`src/rtl/router_pkg.sv`:
```
// Shared types and constants for the 1x3 router packet controller.
//   state_e      : FSM state encoding, 3-bit binary, DECODE_ADDRESS = 0
//   ADDR_*       : destination address values; ADDR_INVALID is dropped
package router_pkg;

  typedef enum logic [2:0] {
    DECODE_ADDRESS     = 3'd0,
    LOAD_FIRST_DATA    = 3'd1,
    LOAD_DATA          = 3'd2,
    FIFO_FULL_STATE    = 3'd3,
    LOAD_AFTER_FULL    = 3'd4,
    LOAD_PARITY        = 3'd5,
    CHECK_PARITY_ERROR = 3'd6,
    WAIT_TILL_EMPTY    = 3'd7
  } state_e;

  localparam logic [1:0] ADDR_P0      = 2'd0;
  localparam logic [1:0] ADDR_P1      = 2'd1;
  localparam logic [1:0] ADDR_P2      = 2'd2;
  localparam logic [1:0] ADDR_INVALID = 2'd3;

endpackage

```
`src/rtl/router_fsm_if.sv`:
```
// Handshake/strobe bundle between the packet source, the router datapath
// (register block, router_sync, FIFOs) and router_fsm.
//   slave  : the FSM side (samples source/datapath status, drives strobes)
//   master : the environment side (drives status, observes strobes)
interface router_fsm_if;
  // source / datapath status
  logic       pkt_valid;
  logic [1:0] data_in;
  logic       parity_done;
  logic       low_pkt_valid;
  logic       fifo_full;
  logic       fifo_empty_0;
  logic       fifo_empty_1;
  logic       fifo_empty_2;
  logic       soft_reset_0;
  logic       soft_reset_1;
  logic       soft_reset_2;
  // FSM strobes
  logic       busy;
  logic       detect_add;
  logic       lfd_state;
  logic       ld_state;
  logic       laf_state;
  logic       full_state;
  logic       write_enb_reg;
  logic       rst_int_reg;

  modport slave (
    input  pkt_valid, data_in, parity_done, low_pkt_valid, fifo_full,
           fifo_empty_0, fifo_empty_1, fifo_empty_2,
           soft_reset_0, soft_reset_1, soft_reset_2,
    output busy, detect_add, lfd_state, ld_state, laf_state, full_state,
           write_enb_reg, rst_int_reg
  );

  modport master (
    output pkt_valid, data_in, parity_done, low_pkt_valid, fifo_full,
           fifo_empty_0, fifo_empty_1, fifo_empty_2,
           soft_reset_0, soft_reset_1, soft_reset_2,
    input  busy, detect_add, lfd_state, ld_state, laf_state, full_state,
           write_enb_reg, rst_int_reg
  );
endinterface

```
`src/rtl/router_fsm.sv`:
```
// Packet-level controller for the 1x3 router.
// Sequences header decode, first-data load, payload load, full stall,
// parity load and parity check; latches the destination address.
// Ports:
//   clock  : system clock, rising edge
//   resetn : asynchronous active-low reset
//   bus    : router_fsm_if.slave (status in, state strobes out)
// Strobes are registered from the next state, so they equal a decode of
// the current state with no added latency.
module router_fsm
  import router_pkg::*;
(
  input  logic        clock,
  input  logic        resetn,
  router_fsm_if.slave bus
);

  state_e     r_state;
  state_e     w_nxt;
  logic [1:0] r_addr_q;

  logic r_busy, r_detect_add, r_lfd, r_ld, r_laf, r_full, r_wen, r_rst_int;

  // Padded to 4 entries so address 3 selects a constant 0.
  logic [3:0] w_empty_vec;
  logic [3:0] w_soft_vec;
  logic       w_empty_sel;
  logic       w_soft_sel;
  logic       w_empty_din;

  assign w_empty_vec = {1'b0, bus.fifo_empty_2, bus.fifo_empty_1, bus.fifo_empty_0};
  assign w_soft_vec  = {1'b0, bus.soft_reset_2, bus.soft_reset_1, bus.soft_reset_0};
  assign w_empty_sel = w_empty_vec[r_addr_q];
  assign w_soft_sel  = w_soft_vec[r_addr_q];
  // Header cycle: address not latched yet, so look at data_in directly.
  assign w_empty_din = w_empty_vec[bus.data_in];

  always_comb begin
    w_nxt = r_state;
    if (r_state != DECODE_ADDRESS && w_soft_sel) begin
      w_nxt = DECODE_ADDRESS;
    end else begin
      case (r_state)
        DECODE_ADDRESS:
          if (bus.pkt_valid && bus.data_in != ADDR_INVALID)
            w_nxt = w_empty_din ? LOAD_FIRST_DATA : WAIT_TILL_EMPTY;
        LOAD_FIRST_DATA:
          w_nxt = LOAD_DATA;
        LOAD_DATA:
          if (bus.fifo_full)       w_nxt = FIFO_FULL_STATE;
          else if (!bus.pkt_valid) w_nxt = LOAD_PARITY;
        FIFO_FULL_STATE:
          if (!bus.fifo_full) w_nxt = LOAD_AFTER_FULL;
        LOAD_AFTER_FULL:
          if (bus.parity_done)        w_nxt = DECODE_ADDRESS;
          else if (bus.low_pkt_valid) w_nxt = LOAD_PARITY;
          else                        w_nxt = LOAD_DATA;
        LOAD_PARITY:
          w_nxt = CHECK_PARITY_ERROR;
        CHECK_PARITY_ERROR:
          w_nxt = bus.fifo_full ? FIFO_FULL_STATE : DECODE_ADDRESS;
        WAIT_TILL_EMPTY:
          if (w_empty_sel) w_nxt = LOAD_FIRST_DATA;
        default:
          w_nxt = DECODE_ADDRESS;
      endcase
    end
  end

  always_ff @(posedge clock or negedge resetn) begin
    if (!resetn) begin
      r_state      <= DECODE_ADDRESS;
      r_addr_q     <= ADDR_P0;
      r_detect_add <= 1'b1;
      r_busy       <= 1'b0;
      r_lfd        <= 1'b0;
      r_ld         <= 1'b0;
      r_laf        <= 1'b0;
      r_full       <= 1'b0;
      r_wen        <= 1'b0;
      r_rst_int    <= 1'b0;
    end else begin
      r_state <= w_nxt;
      if (r_state == DECODE_ADDRESS && bus.pkt_valid)
        r_addr_q <= bus.data_in;
      r_detect_add <= (w_nxt == DECODE_ADDRESS);
      r_lfd        <= (w_nxt == LOAD_FIRST_DATA);
      r_ld         <= (w_nxt == LOAD_DATA);
      r_full       <= (w_nxt == FIFO_FULL_STATE);
      r_laf        <= (w_nxt == LOAD_AFTER_FULL);
      r_rst_int    <= (w_nxt == CHECK_PARITY_ERROR);
      r_wen        <= (w_nxt == LOAD_DATA) || (w_nxt == LOAD_AFTER_FULL) ||
                      (w_nxt == LOAD_PARITY);
      r_busy       <= (w_nxt != DECODE_ADDRESS) && (w_nxt != LOAD_DATA);
    end
  end

  assign bus.busy          = r_busy;
  assign bus.detect_add    = r_detect_add;
  assign bus.lfd_state     = r_lfd;
  assign bus.ld_state      = r_ld;
  assign bus.laf_state     = r_laf;
  assign bus.full_state    = r_full;
  assign bus.write_enb_reg = r_wen;
  assign bus.rst_int_reg   = r_rst_int;

endmodule

```
`src/flat_wrapper.sv`:
```
// flat-port wrapper written by rule: the top's interface ports become plain ports
module router_fsm_flat import router_pkg::*;
  (clock, resetn, bus_pkt_valid, bus_data_in, bus_parity_done, bus_low_pkt_valid, bus_fifo_full, bus_fifo_empty_0, bus_fifo_empty_1, bus_fifo_empty_2, bus_soft_reset_0, bus_soft_reset_1, bus_soft_reset_2, bus_busy, bus_detect_add, bus_lfd_state, bus_ld_state, bus_laf_state, bus_full_state, bus_write_enb_reg, bus_rst_int_reg);
  router_fsm_if bus_i ();
  input  logic clock;
  input  logic resetn;
  input wire logic [$bits(bus_i.pkt_valid)-1:0] bus_pkt_valid;
  input wire logic [$bits(bus_i.data_in)-1:0] bus_data_in;
  input wire logic [$bits(bus_i.parity_done)-1:0] bus_parity_done;
  input wire logic [$bits(bus_i.low_pkt_valid)-1:0] bus_low_pkt_valid;
  input wire logic [$bits(bus_i.fifo_full)-1:0] bus_fifo_full;
  input wire logic [$bits(bus_i.fifo_empty_0)-1:0] bus_fifo_empty_0;
  input wire logic [$bits(bus_i.fifo_empty_1)-1:0] bus_fifo_empty_1;
  input wire logic [$bits(bus_i.fifo_empty_2)-1:0] bus_fifo_empty_2;
  input wire logic [$bits(bus_i.soft_reset_0)-1:0] bus_soft_reset_0;
  input wire logic [$bits(bus_i.soft_reset_1)-1:0] bus_soft_reset_1;
  input wire logic [$bits(bus_i.soft_reset_2)-1:0] bus_soft_reset_2;
  output wire logic [$bits(bus_i.busy)-1:0] bus_busy;
  output wire logic [$bits(bus_i.detect_add)-1:0] bus_detect_add;
  output wire logic [$bits(bus_i.lfd_state)-1:0] bus_lfd_state;
  output wire logic [$bits(bus_i.ld_state)-1:0] bus_ld_state;
  output wire logic [$bits(bus_i.laf_state)-1:0] bus_laf_state;
  output wire logic [$bits(bus_i.full_state)-1:0] bus_full_state;
  output wire logic [$bits(bus_i.write_enb_reg)-1:0] bus_write_enb_reg;
  output wire logic [$bits(bus_i.rst_int_reg)-1:0] bus_rst_int_reg;
  assign bus_i.pkt_valid = bus_pkt_valid;
  assign bus_i.data_in = bus_data_in;
  assign bus_i.parity_done = bus_parity_done;
  assign bus_i.low_pkt_valid = bus_low_pkt_valid;
  assign bus_i.fifo_full = bus_fifo_full;
  assign bus_i.fifo_empty_0 = bus_fifo_empty_0;
  assign bus_i.fifo_empty_1 = bus_fifo_empty_1;
  assign bus_i.fifo_empty_2 = bus_fifo_empty_2;
  assign bus_i.soft_reset_0 = bus_soft_reset_0;
  assign bus_i.soft_reset_1 = bus_soft_reset_1;
  assign bus_i.soft_reset_2 = bus_soft_reset_2;
  assign bus_busy = bus_i.busy;
  assign bus_detect_add = bus_i.detect_add;
  assign bus_lfd_state = bus_i.lfd_state;
  assign bus_ld_state = bus_i.ld_state;
  assign bus_laf_state = bus_i.laf_state;
  assign bus_full_state = bus_i.full_state;
  assign bus_write_enb_reg = bus_i.write_enb_reg;
  assign bus_rst_int_reg = bus_i.rst_int_reg;
  router_fsm u_core (.clock(clock), .resetn(resetn), .bus(bus_i));
endmodule
```
`config.mk`:
```
export PLATFORM = sky130hd
export DESIGN_NAME = router_fsm_flat
export DESIGN_NICKNAME = d
export VERILOG_FILES = /design/src/rtl/router_pkg.sv /design/src/rtl/router_fsm_if.sv /design/src/rtl/router_fsm.sv /design/src/flat_wrapper.sv
export SDC_FILE = /design/constraint.sdc
export NUM_CORES = 1
export LEC_CHECK = 0
export ABC_CLOCK_PERIOD_IN_PS = 1970
export CAP_MARGIN = 20
export CORE_ASPECT_RATIO = 1.2
export CORE_MARGIN = 8
export CORE_UTILIZATION = 35
export CTS_CLUSTER_DIAMETER = 150
export DETAILED_ROUTE_END_ITERATION = 12
export SETUP_SLACK_MARGIN = 0.02
export SLEW_MARGIN = 20
export SYNTH_ARGS = -nofsm -noshare
export SYNTH_HDL_FRONTEND = slang
export SYNTH_SLANG_ARGS = --single-unit
```
`constraint.sdc`:
```
create_clock -name clock -period 1.97 [get_ports clock]
set_input_delay 0.394 -clock clock [delete_from_list [all_inputs] [get_ports clock]]
set_output_delay 0.394 -clock clock [all_outputs]
set_load 0.02 [all_outputs]
```
==> results.sh <==
export IMPL_power_frac_comb_pct=56.4
export IMPL_critical_path_class="register to output pin"
export IMPL_hold_viol_final=0
export IMPL_arrival_ns=1.37
export IMPL_num_fill_cells=196
export IMPL_grt_ovfl_total=0
export IMPL_drt_wl_total_um=1750
export IMPL_dp_hpwl_um=1420
export IMPL_multiInputGateArea_um2=373
export IMPL_htreeDepth=1
export IMPL_relSlewSlack_pct=62.3
export IMPL_cts_resized=0
export IMPL_io_buffers=21
export IMPL_drt_wirelength_per_cell_um=14.1
export IMPL_cp_required_ns=1.58
export IMPL_largest_register_ffs=3
export IMPL_rows=18
export IMPL_antenna_found_initial=0
export IMPL_cp_slowest_cell="clkdlybuf4s50_1"
export IMPL_swShare_pct=41.8
export IMPL_clockBufferDepth=2
export IMPL_synth_common_cells="dfrtp_1, nand2_1, nor2_1"
export IMPL_fp_dieW_um=57.9
export IMPL_grt_pass1_vias=711
export IMPL_root_buffer="clkbuf_4"
export IMPL_pwr_share_clk_pct=10.7
export IMPL_initial_core_util_pct=36.4
export IMPL_layout_nets=119
export IMPL_dieArea_mm2=0.00384
export IMPL_grt_max_degree=14
export IMPL_drt_iter0_drc=22
export IMPL_drcViolationCount=0
export IMPL_ys_types=33
export IMPL_area_delta_synth_final_pct=38.0
export IMPL_rsz0062_at_grt="false"
export IMPL_place_inst=120
export IMPL_cp_start_kind="register"
export IMPL_cp_max_fo=1
export IMPL_synth_seq_cells=13
export IMPL_dpl_instance_area_um2=991
export IMPL_gp_congestion=0.772
export IMPL_r2r_cells=5
export IMPL_totalPowerFinal_mw=1.46
export IMPL_yosysMostFrequentCell="dfrtp_1"
export IMPL_ys_flop_type="dfrtp_1"
export IMPL_vias=662
export IMPL_instances_no_fill=124
export IMPL_place_ws_ns=-0.0240
export IMPL_p_leak_nw=0.450
export IMPL_max_freq_mhz=566
export IMPL_synth_edf_count=0
export IMPL_worstSkewPairLatency_ns=0.27
export IMPL_grt_pass1_wl_um=3110
export IMPL_worstSetupEndpointType="output pin"
export IMPL_cts_num_sinks=13
export IMPL_viasPerCell=5.34
export IMPL_diodes=0
export IMPL_largest_register="u_core.r_state"
export IMPL_numCtsBuffers=3
export IMPL_fin_crit_ns=1.77
export IMPL_yosysTopAreaCell="dfrtp_1"
export IMPL_syn_num_nets=90
export IMPL_seq_area_um2=327
export IMPL_setup_viol=0
export IMPL_syn_area_um2=737
export IMPL_cts_hold_fix_buffers=0
export IMPL_top_regs="u_core.r_state x3, u_core.r_addr_q x2"
export IMPL_min_period_over_period_pct=89.7
export IMPL_max_cap_violations=0
export IMPL_finClkSkew_ns=0.00116
export IMPL_avgSynthCellArea_um2=9.70
export IMPL_drv_slew=0
export IMPL_hold_class="input pin to async pin"
export IMPL_firstDrtPassIters=4
export IMPL_core_mm2=0.00203
export IMPL_fin_ws_ns=0.203
export IMPL_drtAntennaViolNets=0
export IMPL_ys_warn_count=0
export IMPL_crit_chain="clkdlybuf4s50_1"
export IMPL_status="finished clean"
export IMPL_grtUsageTotal_pct=10.3
export IMPL_ir_drop_mv=0.658
export IMPL_tightest_slew_ns=0.564
export IMPL_cts_tree="built"
export IMPL_p_per_area_mw_per_mm2=1430
export IMPL_cp_top_family="buffers and inverters"
export IMPL_pwr_share_seq_pct=32.9
export IMPL_hold_slack_ns=0.485
export IMPL_synth_cells=76
export IMPL_synth_top_area_share_pct=40.7
export IMPL_ioPinCount=22
export IMPL_path_depth=1
export IMPL_path_buf_inv=1
export IMPL_final_area_mm2=0.00102
export IMPL_cts_setup_buffers=0
export IMPL_fin_tns_setup_ns=0
export IMPL_p_int_mw=0.849
export IMPL_die_height_um=66.3
export IMPL_drive_gt1_share_pct=15.4
export IMPL_finish_utilization_pct=50.2
export IMPL_switchingPower_mw=0.609
export IMPL_async_reset_ff_share_pct=100
export IMPL_clk_pin_slew_worst_paths_ns=0.07
export IMPL_synth_seq_area_share_pct=44.3
export IMPL_yosys_top_cells_area="dfrtp_1, nand2_1, mux2i_1"
export IMPL_crit_path_max_incr_delay_ns=0.59
[per-layer routing]
layer | GRT usage [%] | wire length, µm
met3 | 3.31 | 86
met4 | 4.60 | 22
met2 | 17.2 | 884
met5 | 0 | 0
met1 | 11.7 | 753
[cell families after synthesis]
logic type / after synthesis / synth area share [%]
DFF: 13 / 44.3
AOI/OAI and AO/OA: 18 / 21.7
and+or+nand+nor: 34 / 23.4
buffers and inverters: 7 / 5.09
muxes: 4 / 5.43
[final timing paths]
path                                                  from                               end  slack, ns
max                        u_core.bus.detect_add$_DFF_PN1_                    bus_detect_add       0.20
min                                                 resetn  u_core.bus.rst_int_reg$_DFF_PN0_       0.49
max reg2reg                    u_core.r_state[1]$_DFF_PN0_    u_core.bus.lfd_state$_DFF_PN0_       0.27
min reg2reg                 u_core.r_addr_q[1]$_DFFE_PN0P_    u_core.r_addr_q[1]$_DFFE_PN0P_       0.60
max in group asynchronous                           resetn   u_core.bus.detect_add$_DFF_PN1_       1.11
min in group clock          u_core.r_addr_q[1]$_DFFE_PN0P_    u_core.r_addr_q[1]$_DFFE_PN0P_       0.60
[power groups by stage]
stage	clock network [mW]	logic [mW]	registers, mW
after floorplan	0	0.526	0.508
after global placement	0	0.822	0.488
after detailed placement	0	0.826	0.485
after CTS	0.164	0.833	0.480
after global routing	0.172	0.918	0.499
final	0.156	0.821	0.480
[layout by cell type, fill, tap and decap left out, types with 2 or more instances in the layout]
cell             instances
buf_4                    5
clkbuf_4                 3
clkdlybuf4s50_1         21
dfrtp_1                 12
inv_1                    5
mux2i_1                  4
nand2_1                 11
nand2b_1                 2
nand3_1                  2
nand3b_1                 2
nor2_1                   6
nor3_1                   3
o2111ai_1                2
o21ai_0                  2
o21ai_1                  2
o31ai_1                  2
or3_1                    2
[layout make-up]
type / count / area share (%)
Timing Repair Buffer: 26 / 24.4
Tap cell: 20 / 2.46
Multi-Input combinational cell: 56 / 36.7
Sequential cell: 13 / 32.1
Inverter: 5 / 1.85
Clock buffer: 4 / 2.58
Power figures use the tool's default switching activity.
==> RTL edit: new RTL, same flow settings <==
Encoding of `state_e`: now one-hot (8 bits for 8 states).
--- a/src/rtl/router_pkg.sv
+++ b/src/rtl/router_pkg.sv
@@ -5,11 +5,11 @@
 
-  typedef enum logic [2:0] {
-    DECODE_ADDRESS     = 3'd0,
-    LOAD_FIRST_DATA    = 3'd1,
-    LOAD_DATA          = 3'd2,
-    FIFO_FULL_STATE    = 3'd3,
-    LOAD_AFTER_FULL    = 3'd4,
-    LOAD_PARITY        = 3'd5,
-    CHECK_PARITY_ERROR = 3'd6,
-    WAIT_TILL_EMPTY    = 3'd7
+  typedef enum logic [7:0] {
+    DECODE_ADDRESS     = 8'b00000001,
+    LOAD_FIRST_DATA    = 8'b00000010,
+    LOAD_DATA          = 8'b00000100,
+    FIFO_FULL_STATE    = 8'b00001000,
+    LOAD_AFTER_FULL    = 8'b00010000,
+    LOAD_PARITY        = 8'b00100000,
+    CHECK_PARITY_ERROR = 8'b01000000,
+    WAIT_TILL_EMPTY    = 8'b10000000
   } state_e;
Function: no difference found for any inputs over 10 cycles, from zero or initial values and one cycle with resetn low; not proved beyond that.
==> RTL edit against the unedited design <==
The run now ends with setup timing left; final area is 45% higher; sequential cell count is 5 higher; core utilization is 3.6 points higher; worst setup slack worse by 0.35 ns; synthesized area is 34% higher; maximum frequency is 16% lower; wire length is 48% higher; total power is 21% higher; worst hold slack worse by 0.088 ns.
==> RTL edit: results (changes against the unedited design) <==
[run_status]
violations = setup timing
status = finished with violations

[timing]
finalWorstSetupSlack_ns = -0.145  ; -0.348 ns
fin_skew_ns = 0.0136  ; +0.0124 ns
fin_hold_ws_ns = 0.397  ; -0.0883 ns
tightest_slew_ns = 0.488  ; -0.0764 ns
setup_viol = 8  ; +8
fin_setup_tns_ns = -0.591  ; -0.591 ns

[worst_setup_path]
crit_fanout = 8  ; +7
path_class = register to register
cpPeakStageDelay_ns = 0.54  ; -0.05 ns
startpoint = u_core.r_state[4]$_DFF_PN0_

[yosys]
synth_common_cells = dfrtp_1, nand2_1, nand2b_1
syn_nets = 104  ; +16%
ys_top_cells_by_area = dfrtp_1, dfstp_2, o21ai_4, nand2b_1, mux2i_1
syn_avg_cell_area_um2 = 11.0  ; +13%
seq_area_frac_synth_pct = 45.8  ; +1.5 points

[place]
dp_hpwl_um = 2090  ; +47%
dp.cells = 162  ; +35%
placed_area_um2 = 1370  ; +39%

[global_routing]
global_route.usage.met3_pct = 2.86  ; -0.45 points
grt_use_total_pct = 11.5  ; +1.2 points
use_met2_pct = 20.6  ; +3.4 points
grt_pass1_vias = 893  ; +26%
grt_max_degree = 12  ; -2
grtUsageMet1_pct = 12.3  ; +0.64 points

[power]
switching_share_pct = 38.1  ; -3.7 points
vdd.ir_drop.worst_mv = 0.667  ; +1.3%
p_leak_nw = 0.640  ; +42%

[drt]
routed_wl_um = 2590  ; +48%
wl_met3_um = 127  ; +48%
vias = 869  ; +31%
drt_iter0_drc = 10  ; -55%
wl_met2_um = 1330  ; +51%
wl_met1_um = 1090  ; +44%

[clock_network]
clkLatencyLatePin_ns = 0.31  ; +0.04 ns
clk_path_buf_depth = 2  ; unchanged
clk_pin_slew_ns = 0.12  ; +0.05 ns

[cells_and_area]
fillCellCount = 255  ; +30%
reg_top3 = u_core.r_state x8, u_core.r_addr_q x2
drive_above_1_share_pct = 34.6  ; +19 points

## RTL edit: cells by family (layout without fill, tap and decap cells)
family	Yosys count	after routing	share of synthesized area (%)
xor+xnor	2	2	1.77
compound gates	20	20	18.3
flops	18	18	45.8
simple gates	42	42	27.6
mux	5	5	5.31
buf+inv	3	49	1.26
## RTL edit: timing repair
action,4_1_cts,5_1_grt
buffers inserted,2,2
hold buffers,0,0
pin swaps,2,1
gates cloned,0,0
gates resized for setup,2,5
setup endpoints to repair,12,12
## RTL edit: power groups by stage
stage	clock, mW	sequential [mW]	combinational, mW
final	0.239	0.516	1.01
after global routing	0.255	0.525	1.09
after CTS	0.243	0.515	0.941
after detailed placement	0	0.522	0.857
after global placement	0	0.521	0.852
after floorplan	0	0.559	0.494
## RTL edit: final cells by class
cell class,count,area (um^2),area share [%]
Tap cell,34,42.5,2.89
Clock buffer,4,36.3,2.47
Multi-Input combinational cell,69,556,37.8
Sequential cell,18,453,30.8
Inverter,2,7.51,0.511
Timing Repair Buffer,43,375,25.5
